## src/rtl/chat_sched_if.sv

```systemverilog
// Key-event bundle for chat_sched: raw keys, filtered keys and the press-event
// valid/ack handshake. The design uses the master side; the consumer uses slave.
interface chat_sched_if #(
    parameter int unsigned N = 4
);
    localparam int unsigned IW = $clog2(N);

    logic [N-1:0]  in;
    logic          en;
    logic [N-1:0]  out;
    logic          evt_valid;
    logic [IW-1:0] evt_ch;
    logic          evt_ack;
    logic          busy;

    modport master (
        input  in, en, evt_ack,
        output out, evt_valid, evt_ch, busy
    );

    modport slave (
        output in, en, evt_ack,
        input  out, evt_valid, evt_ch, busy
    );
endinterface

```

## src/rtl/chat_sched.sv

```systemverilog
// Shared chatter-blanking scheduler: one hold-off counter granted round-robin to N
// active-low keys. Define CHAT_SCHED_SYNC_EN to add a 2-flop input synchronizer.
module chat_sched #(
    parameter int unsigned N    = 4,
    parameter int unsigned HOLD = 15,
    parameter int unsigned CW   = 4
) (
    input logic          clk,
    input logic          rst,
    chat_sched_if.master bus
);
    localparam int unsigned IW = $clog2(N);

    typedef enum logic [1:0] {IDLE, BLANK, ACKW} state_t;

    state_t        state_q, state_n;
    logic [N-1:0]  keys, prev_q, pend_q, pend_n, fall, gmask, req;
    logic [IW-1:0] ptr_q, ptr_n, grant_q, grant_n, ch_q, ch_n, sel, cand, ptr_wrap;
    logic [CW-1:0] cnt_q, cnt_n;
    logic          valid_q, valid_n, busy_q, sel_found;
    int unsigned   j;

`ifdef CHAT_SCHED_SYNC_EN
    logic [N-1:0] sync1_q, sync2_q;

    always_ff @(negedge clk) begin
        if (rst) begin
            sync1_q <= '1;
            sync2_q <= '1;
        end else begin
            sync1_q <= bus.in;
            sync2_q <= sync1_q;
        end
    end

    assign keys = sync2_q;
`else
    assign keys = bus.in;
`endif

    // The channel owning the counter cannot re-request while its blanking/ack is open.
    always_comb begin
        gmask = '0;
        if (state_q != IDLE) gmask[grant_q] = 1'b1;
    end

    assign fall     = prev_q & ~keys;
    assign req      = (pend_q | fall) & ~gmask;
    assign ptr_wrap = (grant_q == IW'(N - 1)) ? '0 : grant_q + IW'(1);

    // First requester at or after ptr, wrapping modulo N.
    always_comb begin
        sel       = '0;
        sel_found = 1'b0;
        j         = 0;
        cand      = '0;
        for (int unsigned k = 0; k < N; k++) begin
            j    = (32'(ptr_q) + k) % N;
            cand = IW'(j);
            if (!sel_found && req[cand]) begin
                sel_found = 1'b1;
                sel       = cand;
            end
        end
    end

    always_comb begin
        state_n = state_q;
        pend_n  = pend_q | (fall & ~gmask);
        ptr_n   = ptr_q;
        grant_n = grant_q;
        ch_n    = ch_q;
        cnt_n   = cnt_q;
        valid_n = valid_q;

        if (valid_q && bus.evt_ack) valid_n = 1'b0;

        case (state_q)
            IDLE: begin
                if (bus.en && sel_found) begin
                    state_n     = BLANK;
                    grant_n     = sel;
                    ch_n        = sel;
                    valid_n     = 1'b1;
                    cnt_n       = CW'(HOLD - 1);
                    pend_n[sel] = 1'b0;
                end
            end
            BLANK: begin
                if (cnt_q == '0) begin
                    if (valid_n) begin
                        state_n = ACKW;
                    end else begin
                        state_n = IDLE;
                        ptr_n   = ptr_wrap;
                    end
                end else begin
                    cnt_n = cnt_q - CW'(1);
                end
            end
            ACKW: begin
                if (bus.evt_ack) begin
                    state_n = IDLE;
                    ptr_n   = ptr_wrap;
                end
            end
            default: state_n = IDLE;
        endcase
    end

    always_ff @(negedge clk) begin
        if (rst) begin
            state_q <= IDLE;
            prev_q  <= '1;
            pend_q  <= '0;
            ptr_q   <= '0;
            grant_q <= '0;
            ch_q    <= '0;
            cnt_q   <= '0;
            valid_q <= 1'b0;
            busy_q  <= 1'b0;
        end else begin
            state_q <= state_n;
            prev_q  <= keys;
            pend_q  <= pend_n;
            ptr_q   <= ptr_n;
            grant_q <= grant_n;
            ch_q    <= ch_n;
            cnt_q   <= cnt_n;
            valid_q <= valid_n;
            busy_q  <= (state_n != IDLE);
        end
    end

    // Filtered keys: only the granted channel is forced low, and only while blanking.
    always_comb begin
        bus.out = keys;
        if (state_q == BLANK) bus.out[grant_q] = 1'b0;
    end

    assign bus.evt_valid = valid_q;
    assign bus.evt_ch    = ch_q;
    assign bus.busy      = busy_q;
endmodule
```

## src/flat_wrapper.sv

```systemverilog
// flat-port wrapper written by rule: the top's interface ports become plain ports
module chat_sched_flat 
#(
    parameter int unsigned N    = 4,
    parameter int unsigned HOLD = 15,
    parameter int unsigned CW   = 4
)
  (clk, rst, bus_in, bus_en, bus_evt_ack, bus_out, bus_evt_valid, bus_evt_ch, bus_busy);
  chat_sched_if #(.N(N)) bus_i ();
  input logic clk;
  input logic rst;
  input wire logic [$bits(bus_i.in)-1:0] bus_in;
  input wire logic [$bits(bus_i.en)-1:0] bus_en;
  input wire logic [$bits(bus_i.evt_ack)-1:0] bus_evt_ack;
  output wire logic [$bits(bus_i.out)-1:0] bus_out;
  output wire logic [$bits(bus_i.evt_valid)-1:0] bus_evt_valid;
  output wire logic [$bits(bus_i.evt_ch)-1:0] bus_evt_ch;
  output wire logic [$bits(bus_i.busy)-1:0] bus_busy;
  assign bus_i.in = bus_in;
  assign bus_i.en = bus_en;
  assign bus_i.evt_ack = bus_evt_ack;
  assign bus_out = bus_i.out;
  assign bus_evt_valid = bus_i.evt_valid;
  assign bus_evt_ch = bus_i.evt_ch;
  assign bus_busy = bus_i.busy;
  chat_sched #(.N(N), .HOLD(HOLD), .CW(CW)) u_core (.clk(clk), .rst(rst), .bus(bus_i));
endmodule
```

## config.mk

```make
export PLATFORM = sky130hd
export DESIGN_NAME = chat_sched_flat
export DESIGN_NICKNAME = d
export VERILOG_FILES = /design/src/rtl/chat_sched_if.sv /design/src/rtl/chat_sched.sv /design/src/flat_wrapper.sv
export SDC_FILE = /design/constraint.sdc
export NUM_CORES = 1
export LEC_CHECK = 0
export BUFFER_PORTS_ARGS = -buffer_cell sky130_fd_sc_hd__buf_2
export CAP_MARGIN = 10
export CORE_ASPECT_RATIO = 0.8
export CORE_UTILIZATION = 50
export CTS_CLUSTER_SIZE = 20
export DETAILED_ROUTE_END_ITERATION = 6
export PLACE_DENSITY = 0.7
export SYNTH_ARGS = -nofsm -noshare
export SYNTH_HDL_FRONTEND = slang
export SYNTH_SLANG_ARGS = --single-unit
```

## constraint.sdc

```tcl
create_clock -name clk -period 4.58 [get_ports clk]
set_clock_uncertainty 0.05 [all_clocks]
set_input_delay 0.916 -clock clk [delete_from_list [all_inputs] [get_ports clk]]
set_output_delay 0.916 -clock clk [all_outputs]
set_load 0.005 [all_outputs]
```

==> reports/qor.tcl <==
set qor(grt_util_met1_pct) 32.1
set qor(worstMarginPinSlew_ns) 0.388
set qor(ys_ff_latch) 20
set qor(cts_tree) {yes}
set qor(power_switching_share_pct) 37.8
set qor(vert_die_dim_um) 43.6
set qor(total_global_routing_track_utilization_pct) 24.6
set qor(power_switching_uw) 188
set qor(avgSynthCellArea_um2) 9.01
set qor(placeableCoreArea_um2) 1960
set qor(worstPathRequired_ns) 3.61
set qor(detail_route.drc_violations) 0
set qor(grt_overflow_total) 0
set qor(gr-usage-met3_pct) 12.3
set qor(die_area_um2) 2350
set qor(final_area_um2) 1350
set qor(first_global_vias) 979
set qor(stdcell_count) 187
set qor(hold_class) {reg2reg}
set qor(setup_viol_count_final) 0
set qor(maxSlewViolCount) 0
set qor(powerDensity_nw_per_um2) 367
set qor(vias_per_cell) 5.63
set qor(layout_overhead_on_the_synthesized_area_pct) 25.2
set qor(detail_route.wirelength_um) 2510
set qor(drv.max_cap_violation_count) 0
set qor(endpoint_kind) {output pin}
set qor(timing.max_slew.rel_slack_pct) 74.1
set qor(dp.final_hpwl_um) 1710
set qor(drive_gt1_share_pct) 30.1
set qor(power.leakage_nw) 0.636
set qor(number_of_iterations_in_the_first_detailed_routing_pass) 4
set qor(ys_warn_count) 0
set qor(start_util_pct) 55.1
set qor(placed_cells_incl_taps) 161
set qor(drtAntennaViolNets) 0
set qor(crit_path_start_kind) {register}
set qor(cp.arrival_ns) 3.53
set qor(fin_setup_tns_ns) 0
set qor(comb_power_share_pct) 27.5
set qor(grt_antenna_before_repair) 0
set qor(finalNetCount) 177
set qor(grt_start_max_net_pins) 21
set qor(clock_insertion_delay_worst_skew_ns) 0.38
set qor(nFillCells) 174
set qor(proportion_of_synthesized_chip_area_in_sequential_cells_pct) 37.0
set qor(gp_congestion) 0.858
set qor(post_drt_wl_per_cell_um) 13.4
set qor(via_count) 1052
set qor(status) {completed}
set qor(grt_first_pass_wirelength_um) 4090
set qor(finalHoldViolCount) 0
set qor(drt_iter0_drc) 29
set qor(critPathKind) {reg2out}
set qor(seq_power_share_pct) 41.4
set qor(antennaDiodeCount) 0
set qor(numPortBuffers) 15
set qor(postPlaceCellArea_um2) 1210
set qor(path_clk_slew_ns) 0.04
set qor(use_met2_pct) 33.8
set qor(ioPinCount) 16
set qor(cts_buffer_depth) 2
set qor(die_width_um) 54.0
set qor(crit_path_max_fanout) 6
set qor(ir_worst_vdd_uv) 278
set qor(mappedNetlistNets) 133
set qor(clock-root-buffer) {sky130_fd_sc_hd__clkbuf_4}
set qor(global_route.peak_usage_layer) {met2}
set qor(hold_buffers) 0
set qor(post_synth_num_cell_types) 39
set qor(finalPower_uw) 497
set qor(synthCells) 120
set qor(rows) 14
set qor(synth_area_um2) 1080
set qor(internal_power_uw) 309
set qor(power_frac_clock_pct) 31.1
set qor(cts_sinks) 20
set qor(clock_tree.htree_level_count) 1
set qor(cts_inserted_buffers) 3
==> kinds of logic (layout without fill, tap and decap cells) <==
logic type / Yosys count / in the layout / synth area share [%]
buffers and inverters: 10 / 53 / 3.47
AND/OR/NAND/NOR: 39 / 39 / 19.4
multiplexers: 1 / 1 / 0.926
AO/OA/AOI/OAI: 45 / 45 / 33.3
adder cells (fa/ha/maj): 5 / 5 / 5.79
flip-flops: 20 / 20 / 37.0
==> synthesized netlist by cell type <==
cell	number	area share (%)
sky130_fd_sc_hd__dfxtp_1	20	37
sky130_fd_sc_hd__a21oi_1	13	6.0
sky130_fd_sc_hd__nor2_1	9	3.1
sky130_fd_sc_hd__inv_1	8	2.8
sky130_fd_sc_hd__o21ai_1	7	3.2
sky130_fd_sc_hd__nand2_1	6	2.1
sky130_fd_sc_hd__a21boi_0	5	3.5
sky130_fd_sc_hd__ha_1	5	5.8
sky130_fd_sc_hd__o21a_1	4	2.8
sky130_fd_sc_hd__or2_2	4	2.3
sky130_fd_sc_hd__nor2b_1	3	1.7
sky130_fd_sc_hd__a311oi_2	2	2.8
sky130_fd_sc_hd__and2b_1	2	1.4
sky130_fd_sc_hd__clkbuf_1	2	0.69
sky130_fd_sc_hd__nand2b_1	2	1.2
sky130_fd_sc_hd__nand3_1	2	0.93
sky130_fd_sc_hd__nand4_1	2	1.2
sky130_fd_sc_hd__nor3_1	2	0.93
sky130_fd_sc_hd__or3_1	2	1.2
sky130_fd_sc_hd__a211o_2	1	0.93
sky130_fd_sc_hd__a211oi_1	1	0.69
sky130_fd_sc_hd__a21o_4	1	1.4
sky130_fd_sc_hd__a221oi_1	1	0.81
sky130_fd_sc_hd__a31o_2	1	0.81
sky130_fd_sc_hd__a41o_1	1	0.93
sky130_fd_sc_hd__a41oi_4	1	2.5
sky130_fd_sc_hd__and2_1	1	0.58
sky130_fd_sc_hd__and3_1	1	0.58
sky130_fd_sc_hd__and3_4	1	1.0
sky130_fd_sc_hd__mux2i_1	1	0.93
sky130_fd_sc_hd__nand2_2	1	0.58
sky130_fd_sc_hd__o211a_1	1	0.93
sky130_fd_sc_hd__o211ai_1	1	0.69
sky130_fd_sc_hd__o21ai_2	1	0.81
sky130_fd_sc_hd__o21bai_1	1	0.69
sky130_fd_sc_hd__o22ai_1	1	0.58
sky130_fd_sc_hd__o311ai_4	1	2.4
sky130_fd_sc_hd__o31a_1	1	0.81
sky130_fd_sc_hd__or2b_1	1	0.69
==> worst max-delay path, stage by stage, from the launching register on <==
cell and delay (ns):
sky130_fd_sc_hd__dfxtp_4 0.33, sky130_fd_sc_hd__and2b_2 0.27, sky130_fd_sc_hd__a21boi_1 0.14, sky130_fd_sc_hd__buf_2 0.12
==> final cells by class <==
class,count,area (µm²),share of cell area [%]
multi-input cells,90,656,48.4
clock inverters,21,80.1,5.91
clock buffers,3,22.5,1.66
repair buffers,22,128,9.43
well taps,24,30.0,2.22
flip-flops and latches,20,412,30.4
inverters,7,26.3,1.94
==> cell usage in the layout, fill, tap and decap left out, drive strengths merged, types with 2 or more instances in the layout <==
cell type	instances
nand2b	2
ha	5
o21a	4
or2	4
a21oi	13
nor2	9
buf	22
inv	27
dfxtp	20
and3	2
a21boi	5
nand3	2
nor3	2
nand4	2
a311oi	2
nand2	7
clkbuf	3
or3	2
nor2b	3
and2b	2
o21ai	8
==> registers in the layout, indices dropped and copies added (netlist names) <==
name / cells
u_core.ptr_q: 2
u_core.prev_q: 4
u_core.cnt_q: 4
u_core.pend_q: 4
u_core.bus.evt_valid: 1
u_core.grant_q: 2
u_core.state_q: 2
u_core.bus.busy: 1
==> repair_timing <==
action                     4_1_cts  5_1_grt
gates resized for setup          8        8
setup buffers                    1        2
setup endpoints to repair        4        4
pin swaps                        0        3
==> layer usage <==
metal	up-vias	wire, µm
met5	-	0
met4	0	21
met3	5	163
met2	37	1110
met1	487	1220
li1	523	-
==> final timing paths <==
path	start	endpoint	slack [ns]	depth (start not counted)
setup / recovery	u_core.state_q[1]$_SDFF_NP0_	bus_out[1]	0.08	3
hold / removal	u_core.grant_q[0]$_SDFFE_NP0P_	u_core.grant_q[0]$_SDFFE_NP0P_	0.46	2
setup reg to reg	u_core.grant_q[0]$_SDFFE_NP0P_	u_core.pend_q[1]$_SDFF_NP0_	2.68	8
hold reg to reg	u_core.grant_q[0]$_SDFFE_NP0P_	u_core.grant_q[0]$_SDFFE_NP0P_	0.46	2
==> metrics by stage <==
| step | util [%] | hold WS, ns | setup slack [ns] |
|---|---|---|---|
| floorplan | - | 0.405 | 0.177 |
| global placement | 61.6 | 0.436 | 0.0278 |
| CTS | 67.4 | 0.449 | 0.00352 |
| detailed placement | 61.6 | 0.450 | -0.00719 |
| global route | 69.0 | 0.478 | -0.000205 |
| finish | 69.0 | 0.456 | 0.0847 |
==> power groups by stage <==
stage               registers (mW)  clock network, mW  logic, mW
finish                       0.206              0.155      0.137
global route                 0.208              0.182      0.151
CTS                          0.205              0.163      0.131
detailed placement           0.209             0.0281      0.129
global placement             0.208             0.0281      0.128
floorplan                    0.207             0.0281     0.0945
Note: power is estimated with default switching activity, not from simulation.
